==> config.mk <==
export PLATFORM = sky130hd
export DESIGN_NAME = ov7670_capture_dec
export DESIGN_NICKNAME = d
export VERILOG_FILES = /design/src/rtl/ov7670_pkg.sv /design/src/rtl/ov_in_sync.sv /design/src/rtl/ov7670_capture_dec.sv
export SDC_FILE = /design/constraint.sdc
export NUM_CORES = 1
export LEC_CHECK = 0
export ABC_AREA = 1
export BUFFER_PORTS_ARGS = -buffer_cell sky130_fd_sc_hd__buf_2
export CAP_MARGIN = 0
export CORE_ASPECT_RATIO = 0.75
export CORE_UTILIZATION = 50
export DETAILED_ROUTE_END_ITERATION = 12
export GPL_TIMING_DRIVEN = 0
export PLACE_DENSITY = 0.74
export SLEW_MARGIN = 20
export SYNTH_ARGS = -nofsm -noshare
export SYNTH_HDL_FRONTEND = slang
export SYNTH_HIERARCHICAL = 1
export SYNTH_SLANG_ARGS = --single-unit
==> constraint.sdc <==
create_clock -name clk -period 1.6 [get_ports clk]
set_input_delay 0.08 -clock clk [delete_from_list [all_inputs] [get_ports clk]]
set_output_delay 0.08 -clock clk [all_outputs]
set_load 0.005 [all_outputs]
==> src/rtl/ov7670_pkg.sv <==
// Shared OV7670 definitions for the capture, frame_buffer and vga_display
// blocks.
// Contents:
//   S_SYNC/S_FRAME - capture FSM state encodings
//   RGB565/RGB444  - channel field positions within the 16-bit word
//                    {byte0, byte1}
//   C_*            - default image geometry and decimation constants
package ov7670_pkg;

  localparam logic [0:0] S_SYNC  = 1'b0;  // waiting for vsync fall
  localparam logic [0:0] S_FRAME = 1'b1;  // capturing a frame

  // Channel LSB positions inside {byte0, byte1}.
  localparam int RGB565_R_LSB = 11;  // 5 bits
  localparam int RGB565_G_LSB = 5;   // 6 bits
  localparam int RGB565_B_LSB = 0;   // 5 bits
  localparam int RGB444_R_LSB = 8;   // 4 bits
  localparam int RGB444_G_LSB = 4;   // 4 bits
  localparam int RGB444_B_LSB = 0;   // 4 bits

  // Default geometry shared with frame_buffer and vga_display.
  localparam int C_IMG_COLS    = 80;
  localparam int C_IMG_ROWS    = 60;
  localparam int C_NB_IMG_PXLS = 13;
  localparam int C_DEC_H       = 8;
  localparam int C_DEC_V       = 8;
  localparam int C_NB_BUF_CH   = 4;

  // Decimation wrap counters count 0..15, which covers decimation 1..16.
  localparam int C_NB_DEC_CNT  = 4;

endpackage

==> src/rtl/ov_in_sync.sv <==
// Two-flop synchroniser for the OV7670 input bundle, plus a pclk rising-edge
// detector. pclk and the bus share the same depth, so the byte seen on
// o_bus in the o_pclk_rise cycle is the byte the sensor presented at that
// pclk edge.
// Ports:
//   clk, rst     - system clock, asynchronous active-low reset
//   i_pclk       - camera pixel clock (sampled as data)
//   i_bus        - remaining camera signals, W bits wide
//   o_bus        - synchronised bus
//   o_pclk_rise  - one-clk pulse on a synchronised pclk 0->1 transition
module ov_in_sync #(
  parameter int W = 10
) (
  input  logic         clk,
  input  logic         rst,
  input  logic         i_pclk,
  input  logic [W-1:0] i_bus,
  output logic [W-1:0] o_bus,
  output logic         o_pclk_rise
);

  logic [W:0] r_meta;
  logic [W:0] r_sync;
  logic       r_pclk_d;

  always_ff @(posedge clk or negedge rst) begin
    if (!rst) begin
      r_meta   <= '0;
      r_sync   <= '0;
      r_pclk_d <= 1'b0;
    end else begin
      // NOTE: non-blocking assignments, so each stage takes the previous
      // stage's old value and the chain really is two flops deep.
      r_meta   <= {i_pclk, i_bus};
      r_sync   <= r_meta;
      r_pclk_d <= r_sync[W];
    end
  end

  assign o_bus       = r_sync[W-1:0];
  assign o_pclk_rise = r_sync[W] & ~r_pclk_d;

endmodule

==> src/rtl/ov7670_capture_dec.sv <==
// OV7670 capture with 2-D decimation and RGB565/RGB444 input selection.
// Bytes are assembled into pixels. Every c_dec_h-th pixel of every
// c_dec_v-th line is kept, truncated to the buffer channel widths, and
// written through the frame_buffer write port.
// Optional feature: macro OV_CAP_DBLBUF_EN adds a bank bit as the addr MSB
// and a disp_bank output.
// Ports:
//   clk, rst            - 100 MHz system clock, asynchronous active-low reset
//   pclk, vsync, href   - camera timing; all are sampled, none is a clock
//   data                - camera byte
//   fmt_565             - 1 = RGB565, 0 = xRGB444; latched at frame start
//   addr, dout, we      - frame_buffer write port
//   frame_done          - 1-clk pulse when a full frame has been written
//   frame_short         - 1-clk pulse when vsync rises before the frame is full
//   disp_bank           - (OV_CAP_DBLBUF_EN only) bank the display should read
module ov7670_capture_dec
  import ov7670_pkg::*;
#(
  parameter int c_img_cols     = C_IMG_COLS,
  parameter int c_img_rows     = C_IMG_ROWS,
  parameter int c_nb_img_pxls  = C_NB_IMG_PXLS,
  parameter int c_dec_h        = C_DEC_H,
  parameter int c_dec_v        = C_DEC_V,
  parameter int c_nb_buf_red   = C_NB_BUF_CH,
  parameter int c_nb_buf_green = C_NB_BUF_CH,
  parameter int c_nb_buf_blue  = C_NB_BUF_CH,
  localparam int c_nb_buf      = c_nb_buf_red + c_nb_buf_green + c_nb_buf_blue
) (
  input  logic                     clk,
  input  logic                     rst,
  input  logic                     pclk,
  input  logic                     vsync,
  input  logic                     href,
  input  logic [7:0]               data,
  input  logic                     fmt_565,
`ifdef OV_CAP_DBLBUF_EN
  output logic [c_nb_img_pxls:0]   addr,
`else
  output logic [c_nb_img_pxls-1:0] addr,
`endif
  output logic [c_nb_buf-1:0]      dout,
  output logic                     we,
  output logic                     frame_done,
  output logic                     frame_short
`ifdef OV_CAP_DBLBUF_EN
  ,
  output logic                     disp_bank
`endif
);

  localparam int C_NB_COL = $clog2(c_img_cols + 1);
  localparam int C_NB_ROW = $clog2(c_img_rows + 1);
  localparam logic [C_NB_COL-1:0]      C_COL_END   = C_NB_COL'(c_img_cols);
  localparam logic [C_NB_COL-1:0]      C_COL_LAST  = C_NB_COL'(c_img_cols - 1);
  localparam logic [C_NB_ROW-1:0]      C_ROW_END   = C_NB_ROW'(c_img_rows);
  localparam logic [C_NB_ROW-1:0]      C_ROW_LAST  = C_NB_ROW'(c_img_rows - 1);
  localparam logic [c_nb_img_pxls-1:0] C_ROW_STEP  = c_nb_img_pxls'(c_img_cols);
  localparam logic [C_NB_DEC_CNT-1:0]  C_DEC_H_LST = C_NB_DEC_CNT'(c_dec_h - 1);
  localparam logic [C_NB_DEC_CNT-1:0]  C_DEC_V_LST = C_NB_DEC_CNT'(c_dec_v - 1);

  // Synchronised inputs and edge detection
  logic [7:0] w_data;
  logic       w_href, w_vsync, w_pclk_rise;
  logic       r_href_d, r_vsync_d;

  ov_in_sync #(.W(10)) u_in_sync (
    .clk         (clk),
    .rst         (rst),
    .i_pclk      (pclk),
    .i_bus       ({href, vsync, data}),
    .o_bus       ({w_href, w_vsync, w_data}),
    .o_pclk_rise (w_pclk_rise)
  );

  logic w_href_fall, w_vs_fall, w_vs_rise;
  assign w_href_fall = r_href_d & ~w_href;
  assign w_vs_fall   = r_vsync_d & ~w_vsync;
  assign w_vs_rise   = ~r_vsync_d & w_vsync;

  // Capture state
  logic [0:0]               r_state;
  logic                     r_fmt565, r_byte_ph, r_full;
  logic [7:0]               r_hi;
  logic [C_NB_DEC_CNT-1:0]  r_col_mod, r_line_mod;
  logic [C_NB_COL-1:0]      r_out_col;
  logic [C_NB_ROW-1:0]      r_out_row;
  logic [c_nb_img_pxls-1:0] r_row_base, r_addr;
  logic [c_nb_buf-1:0]      r_dout;
  logic                     r_we, r_frame_done, r_frame_short;

  // A pixel survives only if both decimation phases are zero and it lies
  // inside the output image.
  logic w_col_keep, w_line_keep;
  assign w_col_keep  = (r_col_mod == '0) && (r_out_col < C_COL_END);
  assign w_line_keep = (r_line_mod == '0) && (r_out_row < C_ROW_END);

  // Each channel is left-aligned to its 565 width so that one MSB slice
  // serves both formats.
  logic [15:0] w_pix16;
  logic [4:0]  w_r5, w_b5;
  logic [5:0]  w_g6;
  assign w_pix16 = {r_hi, w_data};
  assign w_r5 = r_fmt565 ? w_pix16[RGB565_R_LSB +: 5] : {w_pix16[RGB444_R_LSB +: 4], 1'b0};
  assign w_g6 = r_fmt565 ? w_pix16[RGB565_G_LSB +: 6] : {w_pix16[RGB444_G_LSB +: 4], 2'b0};
  assign w_b5 = r_fmt565 ? w_pix16[RGB565_B_LSB +: 5] : {w_pix16[RGB444_B_LSB +: 4], 1'b0};

  // The channel LSBs below the stored widths are dropped on purpose.
  logic w_unused;
  assign w_unused = &{1'b0, w_r5, w_g6, w_b5};

  always_ff @(posedge clk or negedge rst) begin
    if (!rst) begin
      r_state       <= S_SYNC;
      r_href_d      <= 1'b0;
      r_vsync_d     <= 1'b0;
      r_fmt565      <= 1'b0;
      r_byte_ph     <= 1'b0;
      r_full        <= 1'b0;
      r_hi          <= '0;
      r_col_mod     <= '0;
      r_line_mod    <= '0;
      r_out_col     <= '0;
      r_out_row     <= '0;
      r_row_base    <= '0;
      r_addr        <= '0;
      r_dout        <= '0;
      r_we          <= 1'b0;
      r_frame_done  <= 1'b0;
      r_frame_short <= 1'b0;
    end else begin
      r_we          <= 1'b0;
      r_frame_done  <= 1'b0;
      r_frame_short <= 1'b0;
      r_href_d      <= w_href;
      r_vsync_d     <= w_vsync;

      if (r_state == S_SYNC) begin
        if (w_vs_fall) begin
          r_state    <= S_FRAME;
          r_fmt565   <= fmt_565;
          r_byte_ph  <= 1'b0;
          r_full     <= 1'b0;
          r_col_mod  <= '0;
          r_line_mod <= '0;
          r_out_col  <= '0;
          r_out_row  <= '0;
          r_row_base <= '0;
        end
      end else if (w_vs_rise) begin
        r_state       <= S_SYNC;
        r_frame_done  <= r_full;
        r_frame_short <= ~r_full;
      end else if (w_href_fall) begin
        // End of line: an odd trailing byte is discarded with the byte phase.
        r_byte_ph  <= 1'b0;
        r_col_mod  <= '0;
        r_out_col  <= '0;
        r_line_mod <= (r_line_mod == C_DEC_V_LST) ? '0 : r_line_mod + 1'b1;
        if (w_line_keep) begin
          r_out_row  <= r_out_row + 1'b1;
          r_row_base <= r_row_base + C_ROW_STEP;
        end
      end else if (w_pclk_rise && w_href) begin
        if (!r_byte_ph) begin
          r_hi      <= w_data;
          r_byte_ph <= 1'b1;
        end else begin
          r_byte_ph <= 1'b0;
          r_col_mod <= (r_col_mod == C_DEC_H_LST) ? '0 : r_col_mod + 1'b1;
          if (w_col_keep) r_out_col <= r_out_col + 1'b1;
          if (w_col_keep && w_line_keep) begin
            r_we   <= 1'b1;
            r_addr <= r_row_base + c_nb_img_pxls'(r_out_col);
            r_dout <= {w_r5[4 -: c_nb_buf_red], w_g6[5 -: c_nb_buf_green],
                       w_b5[4 -: c_nb_buf_blue]};
            if (r_out_col == C_COL_LAST && r_out_row == C_ROW_LAST) r_full <= 1'b1;
          end
        end
      end
    end
  end

  assign dout        = r_dout;
  assign we          = r_we;
  assign frame_done  = r_frame_done;
  assign frame_short = r_frame_short;

`ifdef OV_CAP_DBLBUF_EN
  // The bank advances only after a complete frame, so a short frame is
  // rewritten into the same bank and the display never sees it.
  logic r_bank;
  always_ff @(posedge clk or negedge rst) begin
    if (!rst) r_bank <= 1'b0;
    else if (r_state == S_FRAME && w_vs_rise && r_full) r_bank <= ~r_bank;
  end
  assign addr      = {r_bank, r_addr};
  assign disp_bank = ~r_bank;
`else
  assign addr = r_addr;
`endif

endmodule
==> results of run 1 <==
-- path summary, 6_finish.rpt --
kind,start,to,slack [ns],cells after the start
min in group clk,u_in_sync/r_meta[1],u_in_sync/r_sync[1],0.34,0
max in group asynchronous,rst,r_row_base[5],0.83,3
worst min-delay path,rst,dout[4],0.15,2
worst max register to register,r_line_mod[2],dout[11],0.02,10
worst max-delay path,r_line_mod[2],dout[11],0.02,10
worst min register to register,u_in_sync/r_meta[1],u_in_sync/r_sync[1],0.34,0
-- synth_stat cells (2+ instances only) --
cell	count	area, sq um
mux2i_1	6	60.1
clkbuf_1	4	15.0
buf_4	12	90.1
inv_2	6	22.5
xor2_1	4	35.0
inv_1	54	203
o21ai_0	26	130
dfrtp_1	95	2380
inv_4	2	12.5
nand2_4	2	22.5
nor3_1	4	20.0
nor2_4	5	56.3
a21oi_1	4	20.0
buf_2	3	15.0
nand2_1	156	586
nand2_2	3	18.8
nand3_1	53	265
o21ai_2	15	131
nand4_1	5	31.3
buf_6	5	56.3
ha_1	11	138
nor2_1	44	165
xnor2_1	5	43.8
nor2_2	6	37.5
o21ai_1	13	65.1
-- cells by family after synthesis --
family                     count (synthesis)  share of synthesized area (%)
muxes                                      7                           1.52
DFF                                       95                           50.8
xor gates and xnor gates                   9                           1.68
AOI/OAI and AO/OA                         63                           8.36
other                                      1                         0.0801
buffers and inverters                     86                           8.84
and+or+nand+nor                          279                           25.8
adders and majority gates                 11                           2.94
-- report_power, final --
part           total (mW)  internal (mW)  switching (mW)
sequential           2.94           2.70           0.239
combinational        1.90          0.828            1.07
clock                2.31           1.38           0.930
-- worst reg2reg max path: cells and delay by family (launching register included) --
family | cells | cell delay (ns)
simple gates | 6 | 0.67
flops | 1 | 0.43
buf+inv | 3 | 0.32
compound gates | 1 | 0.05
-- state kept, by name (all words and copies together), names as in the netlist, 6 cells and up --
register / count
r_row_base: 9
r_out_col: 7
r_hi: 8
dout: 12
r_out_row: 6
u_in_sync/r_meta: 11
addr: 13
u_in_sync/r_sync: 11
-- per-layer routing --
metal	share of wire, %	track usage [%]	routed length (um)	up-vias
li1	-	-	-	1942
met1	46	30.2	4930	1833
met2	47	33.8	5030	103
met3	5.4	5.23	577	18
met4	1.9	8.73	200	0
met5	0	0	0	-
-- stage by stage --
stage	cells	power (mW)
floorplan	551	3.93
finish	782	7.14
global route	782	7.51
global placement	720	4.28
detailed placement	721	4.36
CTS	763	6.89
-- layout make-up --
cell class	count	area share, %
Inverter	62	4.05
Clock inverter	6	1.53
Tap cell	128	2.64
Buffer	23	3.10
Timing Repair inverter	1	0.103
Clock buffer	10	3.78
Multi-Input combinational cell	370	34.7
Sequential cell	95	39.3
Timing Repair Buffer	87	10.8
-- timing repair --
| action | in CTS | in global routing |
|---|---|---|
| setup endpoints to repair | 31 | 49 |
| buffers inserted | 12 | 18 |
| gates resized for setup | 15 | 55 |
| pin swaps | 5 | 8 |
| gates cloned | 1 | 2 |
| hold buffers | 13 | 0 |
| endpoints found under the hold margin | 107 | 0 |
==> results.toml, run 1 <==
[outcome]
status = "finished clean"

[yosys]
synth_cell_types = 33
ys_ff_latch = 95
yosys_warnings = 6
avgSynthCellArea_sq_um = 8.50
synth_cells = 551
synth_nets = 576
ys.flop_type = "dfrtp_1"
seq_area_frac_synth_pct = 50.8
synthArstFlopShare_pct = 100
synth_edf_count = 0
netlist_area_sq_mm = 0.00468

[setup_path]
required_ns = 1.84
crit_family = "simple AND/OR/NAND/NOR gates"
crit_buf_inv = 3
startpoint_type = "flip-flop"
max_stage_delay_ns = 0.43
timing.critical_path.mode_cell = "nor2_4"
critPathKind = "reg -> reg"
end_kind = "flip-flop"
cp_slowest_cell = "dfrtp_2"
cp_cell_sequence = "nor2_2, nand2_4, nor2_4, nand2_2, nor2_4, buf_12, inv_4, buf_4, nand2_1, o21ai_2"
worstPathMaxFanout = 5
worstPathArrival_ns = 1.82

[place]
port_buffers = 41
hpwl_mm = 7.02
dpl_cell_area_sq_mm = 0.00508
dp_slack_ns = -0.151
place.gp.congestion = 0.900

[layout]
multi_input_area_sq_mm = 0.00210
seq_area_sq_mm = 0.00238
drive_above_1_share_pct = 29.5
num_antenna_cells = 0
fillerInstances = 725
layout_common_cells = "nand2_1, dfrtp_1, nand3_1, inv_1, buf_2"
syn2layout_area_growth_pct = 29.4
postLayoutCellArea_sq_mm = 0.00606
final_util_pct = 66.7
layout.cells.most_common = "nand2_1"
fin_nets = 674

[detailed_routing]
routed_wl_mm = 10.7
avgRoutedWirePerCell_um = 13.7
avgViaCountPerCell = 4.98
drc = 0
dr_total_vias = 3896
ant_nets = 0
first_pass_iters = 4
drtIter0Drc = 235

[sta]
tns_ns = 0
slew_violations = 0
max_slew_margin_pct = 62.1
worst_pin_slew_ns = 0.569
setup_viol = 0
worst_slack_ns = 0.0186
hold_violations = 0
period_minus_slack_ns = 1.58
fmax_mhz = 632
whs_ns = 0.153
clock_skew_ns = 0.00737
rsz0062_at_grt = "true"
post-route-period-util_pct = 98.8

[clocking]
cts.sinks = 95
cts_htree_levels = 3
cts_tree = "built"
clk_pin_slew_ns = 0.07
clockBufferDepth = 2
clockRootBuffer = "clkbuf_16"
clock_latency_ns = 0.35
cts_buffers = 9

[die]
core_sq_mm = 0.00908
dieArea_sq_mm = 0.00976
std_cell_rows = 30
die_height_um = 85.8
dieWidth_um = 114
start_util_pct = 51.6
boundaryPins = 42

[global_routing]
grt_pass1_wl_mm = 16.4
grt.total_usage_pct = 22.0
grt_pass1_vias = 3503
antenna_found_initial = 0
grt_max_degree = 73
grt-ovfl-total = 0

[hold_path]
hp-class = "in -> async"

[power_and_ir_drop]
p_leak_nw = 2.99
vdd_drop_max_v = 0.000876
p_per_area_mw_per_mm2 = 1180

[run]
drv_cap = 0
(Power assumes the default switching activity.)
==> inputs of run 2 (changes only) <==
- PLACE_DENSITY: 0.74 -> 0.71
- clock period: 1.6 -> 1.83 ns (I/O delays scaled with it)
==> results.toml, run 2 (synthesized netlist as in run 1, its figures left out) <==
[die]
core_sq_mm = 0.00908
dieWidth_um = 114
dieArea_sq_mm = 0.00976
std_cell_rows = 30
start_util_pct = 51.6
die_height_um = 85.8
boundaryPins = 42

[hold_path]
hp-class = "in -> async"

[layout]
layout_common_cells = "nand2_1, dfrtp_1, inv_1, nand3_1"
num_antenna_cells = 0
stdcell_count = 752
layout.cells.most_common = "nand2_1"
largest_register_ff_count = 13
syn2layout_area_growth_pct = 18.3
fin_nets = 645
drive_above_1_share_pct = 19.7

[sta]
clock_skew_ns = 0.00834
slew_violations = 0
worst_pin_slew_ns = 0.611
hold_violations = 0
period_minus_slack_ns = 1.74
post-route-period-util_pct = 95.2
max_slew_margin_pct = 59.3
fmax_mhz = 574
worst_slack_ns = 0.0880
setup_viol = 0

[setup_path]
end_kind = "flip-flop"
r2r_setup_slack_ns = 0.09
critPathKind = "reg -> reg"
max_stage_delay_ns = 0.46
critPathLaunch = "r_out_col[4]"
reg2regPathDepth = 9
required_ns = 2.06
crit_family = "simple AND/OR/NAND/NOR gates"
r2r_end = "addr[3]"
crit_buf_inv = 2
cp_slowest_cell = "dfrtp_2"
crit_end = "addr[3]"
cp_cell_sequence = "nor2_2, nor2_1, nor2_2, nand2_2, nor2_4, inv_6, buf_6, nand2_1, o21ai_2"
timing.critical_path.mode_cell = "nor2_2"
cp.depth = 9
worstPathMaxFanout = 10
startpoint_type = "flip-flop"
r2r_start = "r_out_col[4]"
worstPathArrival_ns = 1.97

[place]
hpwl_mm = 6.90
port_buffers = 41
place.gp.congestion = 0.897
dpl.cell_count = 721
dp_slack_ns = 0.0851

[global_routing]
grt-ovfl-total = 0
top_usage_layer = "met2"
grt.total_usage_pct = 21.5
grt_max_degree = 61
use_met3_pct = 4.95
grt_pass1_vias = 3468
grtUsageMet1_pct = 31.1
use_met2_pct = 31.1
antenna_found_initial = 0
grt_pass1_wl_mm = 16.1

[clocking]
clockRootBuffer = "clkbuf_16"
cts_tree = "built"
cts.sinks = 95
cts_buffers = 9
clockBufferDepth = 2
clock_latency_ns = 0.35
clk_pin_slew_ns = 0.06
cts_htree_levels = 3

[detailed_routing]
avgRoutedWirePerCell_um = 12.8
ant_nets = 0
first_pass_iters = 5
dr_total_vias = 3750
avgViaCountPerCell = 4.99
routed_wl_mm = 9.62
drc = 0
drtIter0Drc = 281

[run]
drv_cap = 0

[power_and_ir_drop]
vdd_drop_max_v = 0.000703
p_leak_nw = 2.79
p_per_area_mw_per_mm2 = 1030

[outcome]
status = "finished clean"
==> run 2: cell count changes in the layout (fill, tap and decap cells not counted), moves of 4 or more <==
| cell | delta |
|---|---|
| buf_4 | -24 |
| nand2_1 | +19 |
| nand2_2 | -15 |
| ha_1 | +5 |
| nor2_4 | -5 |
| dfrtp_1 | +4 |
| dfrtp_2 | -4 |
| ha_4 | -4 |
| inv_1 | +4 |
==> run 2: routing by layer <==
layer / wire (um) / vias to the layer above
met5: 0 / -
met3: 454 / 20
met4: 206 / 0
met2: 4120 / 91
met1: 4840 / 1766
li1: - / 1873
==> run 2: repair_timing <==
item / CTS / global route
resized for setup: 0 / 4
buffers inserted: 0 / 3
setup endpoints to repair: 0 / 17
hold endpoints to repair: 47 / 0
hold buffers: 13 / 0
==> run 2: worst min-delay path by stage <==
stage                 start             endpoint  cells past startpoint  slack [ns]
floorplan               rst              addr[0]                      0       -0.20
global placement    data[2]  u_in_sync/r_meta[2]                      1        0.20
detailed placement      rst         r_out_col[1]                      1        0.02
CTS                     rst             r_href_d                      2        0.23
global route            rst             r_href_d                      2        0.25
finish                  rst         r_out_col[2]                      2        0.22
==> run 2: cell type report <==
class,count,area [sq um]
Timing Repair Buffer,58,392
Buffer,24,176
Sequential cell,95,2380
Clock buffer,9,225
Clock inverter,6,70.1
Inverter,62,240
Fill cell,789,3540
Multi-Input combinational cell,370,1900
Tap cell,128,160
==> run 2: through the flow <==
| step | util, % | total power [mW] | hold slack, ns | area (sq um) | setup TNS (ns) |
|---|---|---|---|---|---|
| global route | 61.0 | 6.01 | 0.247 | 5540 | -0.00147 |
| global placement | 55.6 | 3.75 | 0.199 | 5050 | -23.00 |
| CTS | 60.6 | 5.70 | 0.234 | 5510 | 0 |
| detailed placement | 56.0 | 3.81 | 0.0159 | 5080 | 0 |
| finish | 61.0 | 5.69 | 0.223 | 5540 | 0 |
| floorplan | - | 3.44 | -0.204 | 4680 | 0 |
==> run 2: report_power, final <==
group	switching [mW]	internal, mW
Sequential	0.194	2.36
Combinational	0.799	0.477
Clock	0.807	1.06
==> inputs of run 3 (changes only) <==
- SYNTH_HIERARCHICAL: 1 -> not set
==> results.toml, run 3 <==
[detailed_routing]
wl_met2_mm = 4.21
ant_nets = 0
routed_wl_mm = 9.56
wl_met3_um = 426
drc = 0
avgRoutedWirePerCell_um = 13.5
top_layer = "met4"
wl_met1_mm = 4.80
drtIter0Drc = 249
dr_total_vias = 3571
avgViaCountPerCell = 5.02
first_pass_iters = 4

[sta]
tns_ns = 0
slew_violations = 0
hold_violations = 0
max_slew_margin_pct = 62.8
fmax_mhz = 589
period_minus_slack_ns = 1.70
rsz0062_at_grt = "false"
setup_viol = 0
post-route-period-util_pct = 92.7
clock_skew_ns = 0.00862
worst_pin_slew_ns = 0.559

[clocking]
clock_latency_ns = 0.34
clk_pin_slew_ns = 0.06
clockBufferDepth = 2
clockRootBuffer = "clkbuf_16"
cts_buffers = 9
cts.sinks = 95
cts_htree_levels = 3
cts_tree = "built"

[yosys]
synthMostInstantiatedCell = "nand2_1"
synth_cell_types = 35
netlist_area_sq_mm = 0.00459
synth_commonest_cells = "nand2_1, dfrtp_1, inv_1"
ys_ff_latch = 95
ys.flop_type = "dfrtp_1"
yosys_warnings = 0
synth_nets = 554
synth_area_leader_cell = "dfrtp_1"
avgSynthCellArea_sq_um = 8.68
seq_area_frac_synth_pct = 51.8
synth.top_cell.area_share_pct = 51.8
synthArstFlopShare_pct = 100
synth_cells = 529
synth_edf_count = 0
synthTopCellsByArea = "dfrtp_1, nand2_1, nand3_1, inv_1, o21ai_0"

[setup_path]
end_kind = "flip-flop"
worstPathArrival_ns = 1.92
critPathLaunch = "r_col_mod[0]"
reg2regPathDepth = 10
critPathKind = "reg -> reg"
startpoint_type = "flip-flop"
required_ns = 2.05
r2r_start = "r_col_mod[0]"
worstPathMaxFanout = 10

[global_routing]
grt-ovfl-total = 0
grt_pass1_vias = 3398
grt_max_degree = 65
grt.total_usage_pct = 22.2
grt_pass1_wl_mm = 16.4
antenna_found_initial = 0

[power_and_ir_drop]
p_per_area_mw_per_mm2 = 1020
finalPower_mw = 5.53
p_leak_nw = 2.75
vdd_drop_max_v = 0.000645

[layout]
layout.cells.most_common = "nand2_1"
seq_area_sq_mm = 0.00238
drive_above_1_share_pct = 19.7
multi_input_area_sq_mm = 0.00193
largest_register_ff_count = 13
layout_common_cells = "nand2_1, dfrtp_1, inv_1, nand3_1, buf_2"
fillerInstances = 756
fin_nets = 623
syn2layout_area_growth_pct = 18.0
num_antenna_cells = 0

[die]
dieArea_sq_mm = 0.00957
std_cell_rows = 29
core_sq_mm = 0.00867
die_height_um = 85.0
start_util_pct = 52.9
boundaryPins = 42
dieWidth_um = 113

[place]
port_buffers = 41
hpwl_mm = 6.69
place.gp.congestion = 0.855

[run]
drv_cap = 0

[hold_path]
hp-class = "in -> async"

[outcome]
status = "finished clean"
## run 3: final timing paths
path,endpoint,slack [ns]
worst max-delay path,dout[8],0.13
worst min-delay path,dout[6],0.20
worst max register to register,dout[8],0.13
worst min register to register,u_in_sync.r_sync[4],0.35
max in group asynchronous,u_in_sync.r_sync[8],1.02
min in group clk,u_in_sync.r_sync[4],0.35
## run 3: kinds of logic after synthesis
group	synth area share, %
buf+inv	6.40
fa+ha+maj	3.00
other cells	0.0817
simple gates	27.5
xor+xnor	2.29
flops	51.8
mux	1.09
compound gates	7.82
## run 3: timing repair
| item | 4_1_cts | 5_1_grt |
|---|---|---|
| endpoints found under the setup margin | 0 | 20 |
| hold buffers | 13 | 0 |
| gates resized for setup | 0 | 2 |
| setup buffers | 0 | 3 |
| hold endpoints to repair | 43 | 0 |
## run 3: critical path: stages (launching register included)
cell and delay [ns]:
dfrtp_1 0.40, inv_1 0.11, ha_1 0.17, nand2_1 0.10, nor2_4 0.16, nand2_2 0.10, nor2_8 0.18, inv_4 0.07
buf_6 0.16, nand2_2 0.07, o21ai_2 0.05
## run 3: per-stage QoR
stage	cells	cell area [sq um]	utilization, %	worst slack (ns)	hold slack, ns
6_report	711	5420	62.5	0.134	0.198
4_1_cts	708	5390	62.1	0.0639	0.203
5_1_grt	711	5420	62.5	0.0190	0.231
3_3_place_gp	678	4930	56.9	-0.259	0.200
3_5_place_dp	679	4960	57.3	0.104	0.000892
2_1_floorplan	529	4590	-	0.319	-0.204
## run 3: routing by layer
layer,global-route usage (%),up-vias
li1,-,1809
met1,31.1,1675
met2,34.1,74
met3,5.43,13
met4,7.03,0
met5,0,-
## run 3: power by group
part	total, mW	switching [mW]	internal [mW]
clock network	1.83	0.774	1.06
logic	1.11	0.687	0.421
registers	2.59	0.232	2.35
total	5.53	1.69	3.83
## run 3: layout make-up
type / count / share of cell area, %
well taps: 108 / 2.49
inverters: 56 / 3.95
repair buffers: 58 / 7.23
multi-input cells: 367 / 35.6
flip-flops and latches: 95 / 43.9
clock inverters: 5 / 1.09
clock buffers: 11 / 4.30
plain buffers: 11 / 1.48
